[config.mk]
export PLATFORM = sky130hd
export DESIGN_NAME = record_serializer_flat
export DESIGN_NICKNAME = d
export VERILOG_FILES = /design/src/rtl/timetag_pkg.sv /design/src/rtl/record_serializer_if.sv /design/src/rtl/record_fifo.sv /design/src/rtl/record_serializer.sv /design/src/flat_wrapper.sv
export SDC_FILE = /design/constraint.sdc
export NUM_CORES = 1
export LEC_CHECK = 0
export BUFFER_PORTS_ARGS = -buffer_cell sky130_fd_sc_hd__buf_2
export CORE_MARGIN = 3
export CORE_UTILIZATION = 40
export DETAILED_ROUTE_END_ITERATION = 16
export GPL_TIMING_DRIVEN = 0
export HOLD_SLACK_MARGIN = 0.08
export PLACE_DENSITY = 0.65
export RECOVER_POWER = 25
export SETUP_SLACK_MARGIN = 0.05
export SLEW_MARGIN = 20
export SYNTH_ARGS = -nofsm -noshare
export SYNTH_HDL_FRONTEND = slang
export SYNTH_SLANG_ARGS = --single-unit
[constraint.sdc]
create_clock -name clk -period 5.4 [get_ports clk]
set_clock_uncertainty 0.15 [all_clocks]
set_input_delay 0.81 -clock clk [delete_from_list [all_inputs] [get_ports clk]]
set_output_delay 0.81 -clock clk [all_outputs]
set_load 0.005 [all_outputs]
[src/rtl/timetag_pkg.sv]
// Shared record layout, bytes-per-record and serializer state encoding.
// RECORD_SERIALIZER_CHECKSUM_EN adds a seventh XOR checksum byte per record.
package timetag_pkg;

  localparam int REC_W = 48;
  localparam int TS_W  = 44;
  localparam int CH_W  = 4;

`ifdef RECORD_SERIALIZER_CHECKSUM_EN
  localparam int BYTES_PER_REC = 7;
`else
  localparam int BYTES_PER_REC = 6;
`endif

  localparam int SHIFT_W = BYTES_PER_REC * 8;
  localparam int IDX_W   = 3;

  typedef enum logic [1:0] {
    ST_IDLE = 2'd0,
    ST_LOAD = 2'd1,
    ST_SEND = 2'd2
  } ser_state_t;

`ifdef RECORD_SERIALIZER_CHECKSUM_EN
  function automatic logic [7:0] rec_checksum(input logic [REC_W-1:0] rec);
    logic [7:0] acc;
    acc = '0;
    for (int b = 0; b < REC_W / 8; b++) acc ^= rec[b*8 +: 8];
    return acc;
  endfunction
`endif

endpackage

[src/rtl/record_serializer_if.sv]
// Record input and byte output bundle between producer/consumer and the serializer.
interface record_serializer_if #(
  parameter int LOST_W = 16
);

  // rec_strobe is a one-cycle pulse with no backpressure. A byte moves when
  // sample_rdy and sample_ack are both high at a rising edge; sample holds
  // steady while sample_rdy is high and no ack has arrived, and sample_ack
  // is ignored while sample_rdy is low.
  logic                          rec_strobe;
  logic [timetag_pkg::REC_W-1:0] rec_data;
  logic [7:0]                    sample;
  logic                          sample_rdy;
  logic                          sample_ack;
  logic                          fifo_full;
  logic [LOST_W-1:0]             lost_count;
  timetag_pkg::ser_state_t       state;

  modport master (
    output rec_strobe, rec_data, sample_ack,
    input  sample, sample_rdy, fifo_full, lost_count, state
  );

  modport slave (
    input  rec_strobe, rec_data, sample_ack,
    output sample, sample_rdy, fifo_full, lost_count, state
  );

endinterface

[src/rtl/record_fifo.sv]
// Record FIFO with wrap-bit pointers; head is read combinationally.
module record_fifo #(
  parameter int DEPTH = 16,
  parameter int W     = 48
) (
  input  logic         clk,
  input  logic         reset,
  input  logic         push,
  input  logic         pop,
  input  logic [W-1:0] din,
  output logic [W-1:0] data,
  output logic         full,
  output logic         empty
);

  localparam int AW = $clog2(DEPTH);

  logic [W-1:0] mem [DEPTH];
  logic [AW:0]  wr_ptr;
  logic [AW:0]  rd_ptr;

  // A push while full is only issued alongside a pop, so the slot being
  // overwritten is the head that is read out at the same edge.
  always_ff @(posedge clk) begin
    if (push) mem[wr_ptr[AW-1:0]] <= din;
  end

  always_ff @(posedge clk or posedge reset) begin
    if (reset) begin
      wr_ptr <= '0;
      rd_ptr <= '0;
    end else begin
      if (push) wr_ptr <= wr_ptr + (AW+1)'(1);
      if (pop && !empty) rd_ptr <= rd_ptr + (AW+1)'(1);
    end
  end

  assign data  = mem[rd_ptr[AW-1:0]];
  assign empty = (wr_ptr == rd_ptr);
  assign full  = (wr_ptr[AW] != rd_ptr[AW]) && (wr_ptr[AW-1:0] == rd_ptr[AW-1:0]);

endmodule

[src/rtl/record_serializer.sv]
// Buffers 48-bit time-tag records and streams them MSB-first as bytes.
// RECORD_SERIALIZER_CHECKSUM_EN appends an XOR checksum byte to each record.
module record_serializer
  import timetag_pkg::*;
#(
  parameter int DEPTH  = 16,
  parameter int LOST_W = 16
) (
  input  logic               clk,
  input  logic               reset,
  record_serializer_if.slave bus
);

  ser_state_t         state;
  ser_state_t         state_nxt;
  logic [SHIFT_W-1:0] shift_q;
  logic [SHIFT_W-1:0] load_val;
  logic [IDX_W-1:0]   idx_q;
  logic [LOST_W-1:0]  lost_q;
  logic [REC_W-1:0]   head;
  logic               fifo_full;
  logic               fifo_empty;
  logic               pop;
  logic               push;
  logic               drop;
  logic               take;
  logic               last;

  record_fifo #(.DEPTH(DEPTH), .W(REC_W)) u_fifo (
    .clk   (clk),
    .reset (reset),
    .push  (push),
    .pop   (pop),
    .din   (bus.rec_data),
    .data  (head),
    .full  (fifo_full),
    .empty (fifo_empty)
  );

  // A full FIFO still takes a record when the LOAD pop frees a slot that edge.
  assign pop  = (state == ST_LOAD);
  assign push = bus.rec_strobe && (!fifo_full || pop);
  assign drop = bus.rec_strobe && fifo_full && !pop;
  assign take = (state == ST_SEND) && bus.sample_ack;
  assign last = (idx_q == IDX_W'(BYTES_PER_REC - 1));

`ifdef RECORD_SERIALIZER_CHECKSUM_EN
  assign load_val = {head, rec_checksum(head)};
`else
  assign load_val = head;
`endif

  always_comb begin
    state_nxt = state;
    case (state)
      ST_IDLE: if (!fifo_empty) state_nxt = ST_LOAD;
      ST_LOAD: state_nxt = ST_SEND;
      ST_SEND: if (take && last) state_nxt = fifo_empty ? ST_IDLE : ST_LOAD;
      default: state_nxt = ST_IDLE;
    endcase
  end

  always_ff @(posedge clk or posedge reset) begin
    if (reset) begin
      state   <= ST_IDLE;
      shift_q <= '0;
      idx_q   <= '0;
      lost_q  <= '0;
    end else begin
      state <= state_nxt;
      if (pop) begin
        shift_q <= load_val;
        idx_q   <= '0;
      end else if (take && !last) begin
        shift_q <= {shift_q[SHIFT_W-9:0], 8'h00};
        idx_q   <= idx_q + IDX_W'(1);
      end
      if (drop && (lost_q != {LOST_W{1'b1}})) lost_q <= lost_q + LOST_W'(1);
    end
  end

  assign bus.sample_rdy = (state == ST_SEND);
  assign bus.sample     = (state == ST_SEND) ? shift_q[SHIFT_W-1 -: 8] : 8'h00;
  assign bus.fifo_full  = fifo_full;
  assign bus.lost_count = lost_q;
  assign bus.state      = state;

endmodule
[src/flat_wrapper.sv]
// flat-port wrapper written by rule: the top's interface ports become plain ports
module record_serializer_flat import timetag_pkg::*;
#(
  parameter int DEPTH  = 16,
  parameter int LOST_W = 16
)
  (clk, reset, bus_rec_strobe, bus_rec_data, bus_sample_ack, bus_sample, bus_sample_rdy, bus_fifo_full, bus_lost_count, bus_state);
  record_serializer_if #(.LOST_W(LOST_W)) bus_i ();
  input  logic clk;
  input  logic reset;
  input wire logic [$bits(bus_i.rec_strobe)-1:0] bus_rec_strobe;
  input wire logic [$bits(bus_i.rec_data)-1:0] bus_rec_data;
  input wire logic [$bits(bus_i.sample_ack)-1:0] bus_sample_ack;
  output wire logic [$bits(bus_i.sample)-1:0] bus_sample;
  output wire logic [$bits(bus_i.sample_rdy)-1:0] bus_sample_rdy;
  output wire logic [$bits(bus_i.fifo_full)-1:0] bus_fifo_full;
  output wire logic [$bits(bus_i.lost_count)-1:0] bus_lost_count;
  output wire logic [$bits(bus_i.state)-1:0] bus_state;
  assign bus_i.rec_strobe = bus_rec_strobe;
  assign bus_i.rec_data = bus_rec_data;
  assign bus_i.sample_ack = bus_sample_ack;
  assign bus_sample = bus_i.sample;
  assign bus_sample_rdy = bus_i.sample_rdy;
  assign bus_fifo_full = bus_i.fifo_full;
  assign bus_lost_count = bus_i.lost_count;
  assign bus_state = bus_i.state;
  record_serializer #(.DEPTH(DEPTH), .LOST_W(LOST_W)) u_core (.clk(clk), .reset(reset), .bus(bus_i));
endmodule
==> results.toml, run 1 <==
[clocking]
tritoncts.num_buffers = 86
cts_tree = "yes"
cts_resized = 0
clk_latency_ps = 640
htreeDepth = 3
cts.root.buffer_cell = "sky130_fd_sc_hd__clkbuf_16"
postCtsSetupBuffers = 0
clkSinkCount = 847
clock_tree.buffer_depth = 3
clkTransAtPathRegs_ps = 70
cts-hold-fix-buffers = 1

[synth]
post_synthesis_cell_area_um2 = 32900
post_synth_inst_count = 1751
yosys.cell_types.count = 44
synth-edff-count = 768
top_ff_cell_synth = "sky130_fd_sc_hd__edfxtp_1"
postSynth.asyncResetShare = 0.0933
yosys_warnings = 0
postSynthNetCount = 1811
synth_seq_cells = 847
seq_area_frac_synth = 0.762
synth_area_per_cell_um2 = 18.8

[sta]
slew_headroom = 0.407
worst_pin_slew_ps = 886
maxClockFrequency_mhz = 306
finalWorstSetupSlack_ps = 2130
hold_violations = 0
setup_viol = 0
finalCritPeriodShare = 0.605
slew_violations = 0
finalCriticalPeriod_ps = 3270
rsz0062_at_grt = "false"

[global_routing]
overflow = 0
vias_in_the_first_global_route = 17300
initial_antenna_violation_count = 2
grt_pass1_wl_um = 114000
grt_start_max_net_pins = 66
grt_usage = 0.180

[cells_and_area]
fraction_of_final_layout_cells_sized_beyond_drive_strength_1 = 0.200
antenna_cells = 0
synth_to_final_area_change_pct = 15.9
design.final.nets = 2011
highest_count_cells_in_the_layout_ignoring_fill_and_taps = "768 x sky130_fd_sc_hd__edfxtp_1, 181 x sky130_fd_sc_hd__mux2i_1, 104 x sky130_fd_sc_hd__mux4_2"
layout_commonest_cell = "sky130_fd_sc_hd__edfxtp_1"

[die]
chipHeight_um = 293
floorplan.core_area_um2 = 80900
floorplan.die_area_um2 = 85600
boundaryPins = 80
initial_util = 0.406
site_row_count = 104
fp.dieW_um = 293

[critical_path]
crit_buf_inv = 4
delay_heaviest_family_cp = "simple AND/OR/NAND/NOR gates"
crit_path_start_kind = "flop"
crit_arrival_ps = 3440
critPathKind = "reg2reg"
cell_repeated_most_along_the_worst_path = "sky130_fd_sc_hd__buf_4"
end_kind = "flop"
timing.critical_path.cells = "buf_4 > xnor2_2 > nand4_4 > o211ai_1 > nor3b_2 > buf_4 > buf_6 > buf_4"
worst_ep_required_time_ps = 5570
critical_path_peak_fanout = 8
critPathSlowestCell = "sky130_fd_sc_hd__nor3b_2"
critPathMaxStageDelay_ps = 840

[placed_design]
globalplace.congestion = 0.821
dp_hpwl_um = 49800
dpl_worst_slack_ps = 2140
placement.io_buffers = 79

[pwr]
p_int_w = 0.0138
share_comb_of_total_power = 0.280
seq_power_share = 0.418
p_leak_nw = 12.9
net_switching_component_of_the_power_w = 0.00614
switching_power_share_of_the_total = 0.309
design_power_total_w = 0.0199
pwr-share-clk = 0.302
power.density_cell_area_nw_per_um2 = 523
ir_drop_worst_vdd_v = 0.000278

[flow_run]
max-cap-violations = 0

[outcome]
run_status = "finished, final reports clean"

[detailed_routing]
routed_metal_1_wirelength_um = 31900
ant_nets = 0
total_number_of_vias = 17100
wirelength_per_cell_um = 25.0
post-route-drc-count = 0
met3WireLength_um = 6230
top_signal_layer_used = "met5"
viasPerCell = 5.55
drt_iter0_drc = 1578
first_pass_iteration_count_of_the_detailed_router = 5
drt_wl_total_um = 77200
length_of_routed_met2_wiring_um = 37300

[worst_hold_path]
worstHoldPathType = "reg2reg"
worst paths after layout:
path                                    startpoint                         to  slack [ps]  cells past startpoint
hold reg to reg                u_core.bus.state[0]        u_core.bus.state[0]         350                      1
max in group asynchronous                    reset         u_core.shift_q[40]        3980                      4
min in group asynchronous                    reset  u_core.bus.lost_count[10]         490                      3
setup reg to reg           u_core.u_fifo.rd_ptr[1]  u_core.u_fifo.mem[11][38]        2130                      8
hold / removal                 u_core.bus.state[0]        u_core.bus.state[0]         350                      1
setup / recovery           u_core.u_fifo.rd_ptr[1]  u_core.u_fifo.mem[11][38]        2130                      8
metrics by stage:
stage,hold WS (ps),std cells,setup TNS [ps],instance area [um^2],util
3_5_place_dp,334,2922,0,35200,0.435
6_report,348,3082,0,38100,0.470
3_3_place_gp,333,2890,-433370,34600,0.427
2_1_floorplan,317,1751,0,32900,-
5_1_grt,369,3082,0,38100,0.470
4_1_cts,342,3082,0,38100,0.471
layout make-up:
type                       instances  area, um^2
clock buffer                     110        2270
buffer                           101         567
multi-input combinational        798        7310
timing repair buffer             112         922
sequential                       847       25000
clock inverter                    49         604
fill                            6686       42900
tap                             1060        1330
inverter                           5        23.8
worst reg2reg max path: cells and delay by family, from the launching register on:
kind	cells	cell delay, ps
buf+inv	4	930
compound gates	1	330
xor+xnor	1	160
flops	1	390
simple gates	2	1010
cells by family after synthesis:
kind of cell	after synthesis	synth area share
flip-flops	847	0.762
XOR/XNOR	27	0.00868
AND/OR/NAND/NOR	281	0.0401
adder cells (fa/ha/maj)	8	0.00305
buffers and inverters	106	0.0178
AO/OA/AOI/OAI	189	0.0391
multiplexers	293	0.129
cells in the mapped netlist, types with 2 or more instances:
cell                         n  area (um^2)
sky130_fd_sc_hd__a32oi_1    40          350
sky130_fd_sc_hd__a211oi_1    5         37.5
sky130_fd_sc_hd__buf_6       8         90.1
sky130_fd_sc_hd__nor3_1     43          215
sky130_fd_sc_hd__and2_1      9         56.3
sky130_fd_sc_hd__nor2_1     61          229
sky130_fd_sc_hd__o22ai_1    40          250
sky130_fd_sc_hd__nor2b_1    12         75.1
sky130_fd_sc_hd__a21oi_1     5         25.0
sky130_fd_sc_hd__xnor2_2     3         48.8
sky130_fd_sc_hd__xor2_1      7         61.3
sky130_fd_sc_hd__nand4_1     8         50.1
sky130_fd_sc_hd__dfrtp_1    79         1980
sky130_fd_sc_hd__clkbuf_1   34          128
sky130_fd_sc_hd__mux4_2    104         2340
sky130_fd_sc_hd__nand2b_1    2         12.5
sky130_fd_sc_hd__mux2i_1   181         1810
sky130_fd_sc_hd__o21ai_0    49          245
sky130_fd_sc_hd__buf_2      36          180
sky130_fd_sc_hd__inv_1       5         18.8
sky130_fd_sc_hd__mux2_2      8         90.1
sky130_fd_sc_hd__a22oi_1    44          330
sky130_fd_sc_hd__o211ai_1    6         45.0
sky130_fd_sc_hd__ha_1        8          100
sky130_fd_sc_hd__xnor2_1    15          131
sky130_fd_sc_hd__nand4_2     2         25.0
sky130_fd_sc_hd__edfxtp_1  768        23100
sky130_fd_sc_hd__nand2_1   103          387
sky130_fd_sc_hd__buf_4      21          158
sky130_fd_sc_hd__nand3_1    14         70.1
sky130_fd_sc_hd__and3_1     18          113
state kept, by name (all words and copies together), names as in the netlist:
signal and count:
u_core.bus.lost_count 16, u_core.shift_q 48, u_core.idx_q 3, u_core.u_fifo.wr_ptr 5, u_core.u_fifo.rd_ptr 5, u_core.u_fifo.mem 768, u_core.bus.state 2
per-layer routing:
metal	vias up	GRT usage
met5	-	0
met4	4	0.0539
met3	118	0.0394
met2	703	0.291
met1	8829	0.245
li1	7436	-
power groups by stage:
stage	combinational (W)	sequential [W]	clock, W
after floorplan	0.00368	0.00835	0
after global placement	0.00533	0.00849	0
after detailed placement	0.00559	0.00845	0
after CTS	0.00562	0.00832	0.00610
after global routing	0.00595	0.00838	0.00636
final	0.00557	0.00832	0.00601
(Power assumes the default switching activity.)
==> run 2: changes to the inputs <==
Clock period 5.4 ns to 2.8 ns, I/O delays scaled along.
==> results.toml, run 2 (synthesized netlist as in run 1, its figures left out) <==
[placed_design]
globalplace.congestion = 0.803
dpl-instance-area_um2 = 35200
numPlacedInstances = 2916
dp_hpwl_um = 49900
placement.io_buffers = 79

[global_routing]
groute.layer.met1.usage = 0.254
initial_antenna_violation_count = 0
grt_pass1_wl_um = 117000
grt.met3_usage = 0.0339
grt_usage = 0.183
vias_in_the_first_global_route = 17800
grt_start_max_net_pins = 51
use_met2 = 0.295
gr-max-usage-layer = "met2"
overflow = 0

[cells_and_area]
layout_commonest_cell = "sky130_fd_sc_hd__edfxtp_1"
final.fill_count = 6619
antenna_cells = 0
post-route-cell-area_um2 = 38700
seq_area_um2 = 25000
design.final.nets = 2069
largest_register_ff_count = 768
layout.cells.non_filler = 3140
highest_count_cells_in_the_layout_ignoring_fill_and_taps = "768 x sky130_fd_sc_hd__edfxtp_1, 181 x sky130_fd_sc_hd__mux2i_1, 104 x sky130_fd_sc_hd__mux4_2"
multiInputGateArea_um2 = 7370
fraction_of_final_layout_cells_sized_beyond_drive_strength_1 = 0.208
synth_to_final_area_change_pct = 17.8

[detailed_routing]
first_pass_iteration_count_of_the_detailed_router = 5
viasPerCell = 5.57
ant_nets = 0
post-route-drc-count = 0
total_number_of_vias = 17500
drt_iter0_drc = 1764
wirelength_per_cell_um = 25.1
drt_wl_total_um = 78900

[clocking]
clk_latency_ps = 640
cts.root.buffer_cell = "sky130_fd_sc_hd__clkbuf_16"
tritoncts.num_buffers = 88
clkTransAtPathRegs_ps = 60
cts_tree = "yes"
htreeDepth = 3
clock_tree.buffer_depth = 3
clkSinkCount = 847

[sta]
slew_headroom = -0.137
finalCriticalPeriod_ps = 2630
worst_pin_slew_ps = 1700
maxClockFrequency_mhz = 380
rsz0062_at_grt = "false"
hold_violations = 0
setup_viol = 0
slew_violations = 30
finalCritPeriodShare = 0.940

[pwr]
share_comb_of_total_power = 0.287
ir_drop_worst_vdd_v = 0.000530
p_int_w = 0.0265
p_leak_nw = 13.2
seq_power_share = 0.417
power.density_cell_area_nw_per_um2 = 995
net_switching_component_of_the_power_w = 0.0120
design_power_total_w = 0.0385
pwr-share-clk = 0.296
switching_power_share_of_the_total = 0.311

[die]
initial_util = 0.406
boundaryPins = 80
fp.dieW_um = 293
floorplan.die_area_um2 = 85600
floorplan.core_area_um2 = 80900
chipHeight_um = 293
site_row_count = 104

[critical_path]
worstRegToRegCells = 5
critPathKind = "reg2reg"
rr_startpoint = "u_core.u_fifo.rd_ptr[2]"
crit_arrival_ps = 3040
crit_path_start_kind = "flop"
r2r_setup_slk_ps = 170
end_kind = "flop"
critical_path_peak_fanout = 10
worst_ep_required_time_ps = 3210
endpoint_of_the_worst_register_to_register_path = "u_core.shift_q[46]"

[outcome]
run_status = "finished with violations"
failing_checks = "max-capacitance violations, max-slew violations"

[worst_hold_path]
hold-path-endpoint = "u_core.bus.lost_count[10]"
worstHoldPathType = "reg2reg"
worstHoldPathCells = 1
min-delay-start = "u_core.bus.lost_count[10]"

[flow_run]
max-cap-violations = 1
==> run 2: cell count changes in the layout (fill, tap and decap cells not counted), sizes merged <==
cell / before / now
clkinv: 30 / 22
dlygate4sd3: 1 / 51
clkinvlp: 4 / 5
bufinv: 11 / 6
buf: 140 / 153
and3: 18 / 19
inv: 9 / 12
clkbuf: 182 / 185
==> run 2: cell type report <==
| type | count | area share |
|---|---|---|
| Sequential cell | 847 | 0.647 |
| Multi-Input combinational cell | 799 | 0.190 |
| Clock buffer | 121 | 0.0627 |
| Timing Repair Buffer | 167 | 0.0391 |
| Tap cell | 1060 | 0.0343 |
| Buffer | 101 | 0.0155 |
| Clock inverter | 40 | 0.0105 |
| Inverter | 5 | 0.000517 |
==> run 2: per-stage QoR <==
stage	TNS, ps	hold slack [ps]	utilization	setup WS (ps)
floorplan	-22490	317	-	-194
global placement	-605010	335	0.428	-1730
detailed placement	-26210	323	0.435	-277
CTS	0	205	0.478	4.62
global route	0	373	0.478	66.9
finish	0	350	0.478	168
==> run 2: worst max-delay path by stage <==
| stage | slack, ps | startpoint | to | cells past startpoint |
|---|---|---|---|---|
| after floorplan | -190 | u_core.u_fifo.rd_ptr[0] | u_core.u_fifo.mem[7][0] | 5 |
| after global placement | -1730 | u_core.bus.state[1] | u_core.u_fifo.mem[11][29] | 5 |
| after detailed placement | -280 | u_core.u_fifo.rd_ptr[2] | u_core.shift_q[46] | 6 |
| after CTS | 5 | u_core.bus.state[1] | u_core.u_fifo.mem[6][14] | 8 |
| after global routing | 70 | u_core.u_fifo.rd_ptr[2] | u_core.shift_q[15] | 5 |
| final | 170 | u_core.u_fifo.rd_ptr[2] | u_core.shift_q[46] | 5 |
==> run 2: worst max-delay path, stage by stage, from the launching register on <==
cell and delay [ps]:
sky130_fd_sc_hd__dfrtp_1 520, sky130_fd_sc_hd__buf_4 270, sky130_fd_sc_hd__nor2b_2 470, sky130_fd_sc_hd__clkbuf_1 590
sky130_fd_sc_hd__a22oi_1 320, sky130_fd_sc_hd__a32oi_1 220
==> run 2: what timing repair did <==
| item | in CTS | in global routing |
|---|---|---|
| hold endpoints to repair | 851 | 0 |
| endpoints found under the setup margin | 452 | 262 |
| pin swaps | 4 | 2 |
| setup buffers | 7 | 4 |
| gates cloned | 1 | 0 |
| hold buffers | 51 | 0 |
| gates resized for setup | 8 | 16 |
==> run 2: power groups by stage <==
stage                     Sequential, W  Combinational [W]  Clock (W)
after global routing             0.0162             0.0117     0.0121
after detailed placement         0.0163             0.0109          0
after floorplan                  0.0161            0.00718          0
after global placement           0.0163             0.0104          0
after CTS                        0.0160             0.0111     0.0116
final                            0.0161             0.0110     0.0114
==> run 2: per-layer routing <==
metal / routed length (um) / up-vias / part of all wire
met2: 37700 / 668 / 0.48
met4: 1930 / 0 / 0.025
met1: 33500 / 9140 / 0.42
li1: - / 7553 / -
met5: 0 / - / 0
met3: 5780 / 121 / 0.073
==> run 3: changes to the inputs <==
Settings changed: ABC_AREA from default to 1.
==> results.toml, run 3 <==
[outcome]
run_status = "finished with violations"
failing_checks = "max-capacitance violations, max-slew violations"

[critical_path]
end_kind = "flop"
worstSetupStartpoint = "u_core.u_fifo.rd_ptr[2]"
crit_path_start_kind = "flop"
worstRegToRegCells = 9
critical_path_peak_fanout = 10
critPathKind = "reg2reg"
r2r_setup_slk_ps = 70
endpoint_of_the_worst_register_to_register_path = "u_core.shift_q[24]"
crit_arrival_ps = 3120
worst_ep_required_time_ps = 3180
rr_startpoint = "u_core.u_fifo.rd_ptr[2]"

[synth]
yosys-top-cells-count = "883 x sky130_fd_sc_hd__nand2_1, 768 x sky130_fd_sc_hd__edfxtp_1, 599 x sky130_fd_sc_hd__nor2_1, 278 x sky130_fd_sc_hd__nand3_1, 199 x sky130_fd_sc_hd__o21ai_0"
top_ff_cell_synth = "sky130_fd_sc_hd__edfxtp_1"
synth_seq_cells = 847
seq_area_frac_synth = 0.720
synthMostInstantiatedCell = "sky130_fd_sc_hd__nand2_1"
postSynth.asyncResetShare = 0.0933
synth_area_per_cell_um2 = 11.0
main_area_contributors_after_synthesis = "sky130_fd_sc_hd__edfxtp_1 66%, sky130_fd_sc_hd__nand2_1 9.5%, sky130_fd_sc_hd__nor2_1 6.5%"
yosys.cell_types.count = 28
post-synth-top-area-cell = "sky130_fd_sc_hd__edfxtp_1"
yosys_warnings = 0
synth-edff-count = 768
post_synthesis_cell_area_um2 = 34800
post_synth_inst_count = 3155
postSynthNetCount = 3215
synth.top_cell.area_share = 0.663

[global_routing]
grt_usage = 0.214
initial_antenna_violation_count = 2
vias_in_the_first_global_route = 23200
grt_start_max_net_pins = 44
overflow = 0
grt_pass1_wl_um = 145000

[clocking]
htreeDepth = 3
clkSinkCount = 847
tritoncts.num_buffers = 86
clock_tree.buffer_depth = 3
cts.root.buffer_cell = "sky130_fd_sc_hd__clkbuf_16"
cts_tree = "yes"
clkTransAtPathRegs_ps = 60
clk_latency_ps = 640

[cells_and_area]
seq_area_um2 = 25000
design.final.nets = 3515
antenna_cells = 0
largest_register_ff_count = 768
synth_to_final_area_change_pct = 18.4
multiInputGateArea_um2 = 8950
highest_count_cells_in_the_layout_ignoring_fill_and_taps = "879 x sky130_fd_sc_hd__nand2_1, 768 x sky130_fd_sc_hd__edfxtp_1, 583 x sky130_fd_sc_hd__nor2_1"
layout_commonest_cell = "sky130_fd_sc_hd__nand2_1"
final.fill_count = 7560
fraction_of_final_layout_cells_sized_beyond_drive_strength_1 = 0.109

[worst_hold_path]
hold-path-endpoint = "u_core.shift_q[3]"
worstHoldPathType = "reg2reg"
worstHoldPathCells = 2
min-delay-start = "u_core.shift_q[3]"

[pwr]
ir_drop_worst_vdd_v = 0.000524
p_leak_nw = 15.3
design_power_total_w = 0.0419
power.density_cell_area_nw_per_um2 = 1020

[sta]
finalCriticalPeriod_ps = 2730
slew_violations = 37
hold_violations = 0
slew_headroom = -0.0747
rsz0062_at_grt = "false"
finalCritPeriodShare = 0.976
finalWorstSetupSlack_ps = 66.8
setup_viol = 0
worst_pin_slew_ps = 1610
maxClockFrequency_mhz = 366

[detailed_routing]
ant_nets = 0
drt_wl_total_um = 98700
total_number_of_vias = 24400
drt_iter0_drc = 2726
first_pass_iteration_count_of_the_detailed_router = 6
post-route-drc-count = 0
wirelength_per_cell_um = 21.2
viasPerCell = 5.24

[die]
site_row_count = 107
fp.dieW_um = 301
floorplan.die_area_um2 = 90600
initial_util = 0.406
floorplan.core_area_um2 = 85700
boundaryPins = 80
chipHeight_um = 301

[placed_design]
dp_hpwl_um = 64900
dpl_worst_slack_ps = -418
globalplace.congestion = 0.860
placement.io_buffers = 78

[flow_run]
max-cap-violations = 1
-- run 3: power breakdown --
group	leakage [nW]	internal [W]	switching, W
sequential	7.95	0.0153	0.000476
clock	1.34	0.00642	0.00473
combinational	5.99	0.00421	0.0108
-- run 3: worst max path at each step --
stage	end	slack, ps
6_report	u_core.shift_q[24]	70
5_1_grt	bus_fifo_full	50
4_1_cts	u_core.u_fifo.mem[14][23]	50
3_5_place_dp	u_core.u_fifo.mem[8][26]	-420
3_3_place_gp	u_core.u_fifo.mem[8][25]	-2220
2_1_floorplan	u_core.u_fifo.mem[0][0]	-380
-- run 3: per-stage QoR --
step                utilization  cells  cell area (um^2)  hold slack [ps]  setup TNS (ps)
floorplan                     -   3155             34800              299         -264190
global placement          0.428   4377             36700              313        -1603060
detailed placement        0.437   4410             37400              316         -165260
CTS                       0.479   4658             41000              210               0
global route              0.481   4667             41200              351               0
finish                    0.481   4667             41200              330               0
-- run 3: cell type report --
| type | instances | area share |
|---|---|---|
| Buffer | 176 | 0.0203 |
| Clock buffer | 116 | 0.0587 |
| Clock inverter | 40 | 0.00753 |
| Inverter | 43 | 0.00422 |
| Multi-Input combinational cell | 2089 | 0.217 |
| Sequential cell | 847 | 0.608 |
| Tap cell | 1144 | 0.0347 |
| Timing Repair Buffer | 212 | 0.0495 |
-- run 3: cell families after synthesis --
logic type,count (synthesis),synth area share
AOI/OAI and AO/OA,272,0.0393
buffers and inverters,219,0.0277
adders and majority gates,8,0.00288
xor gates and xnor gates,16,0.00403
and+or+nand+nor,1793,0.207
DFF,847,0.720
-- run 3: timing repair --
item | 4_1_cts | 5_1_grt
cloned | 0 | 3
gates resized for setup | 11 | 34
setup endpoints to repair | 772 | 713
hold buffers | 52 | 0
setup buffers | 40 | 6
hold endpoints to repair | 826 | 0
pin swaps | 16 | 4
-- run 3: layer usage --
layer | global-route usage | share of wire
met2 | 0.347 | 0.47
met5 | 0 | 0
met3 | 0.0357 | 0.086
met4 | 0.0734 | 0.030
met1 | 0.292 | 0.41
-- run 3: worst max-delay path, cell delays in order (launching register included) --
cell                       delay (ps)
sky130_fd_sc_hd__dfrtp_1          410
sky130_fd_sc_hd__buf_2            430
sky130_fd_sc_hd__nor2_4           170
sky130_fd_sc_hd__inv_2            280
sky130_fd_sc_hd__clkbuf_1         540
sky130_fd_sc_hd__a21oi_1           80
sky130_fd_sc_hd__nor2_1           250
sky130_fd_sc_hd__nand2_1          170
sky130_fd_sc_hd__nand2_1           90
sky130_fd_sc_hd__nand2_1           40
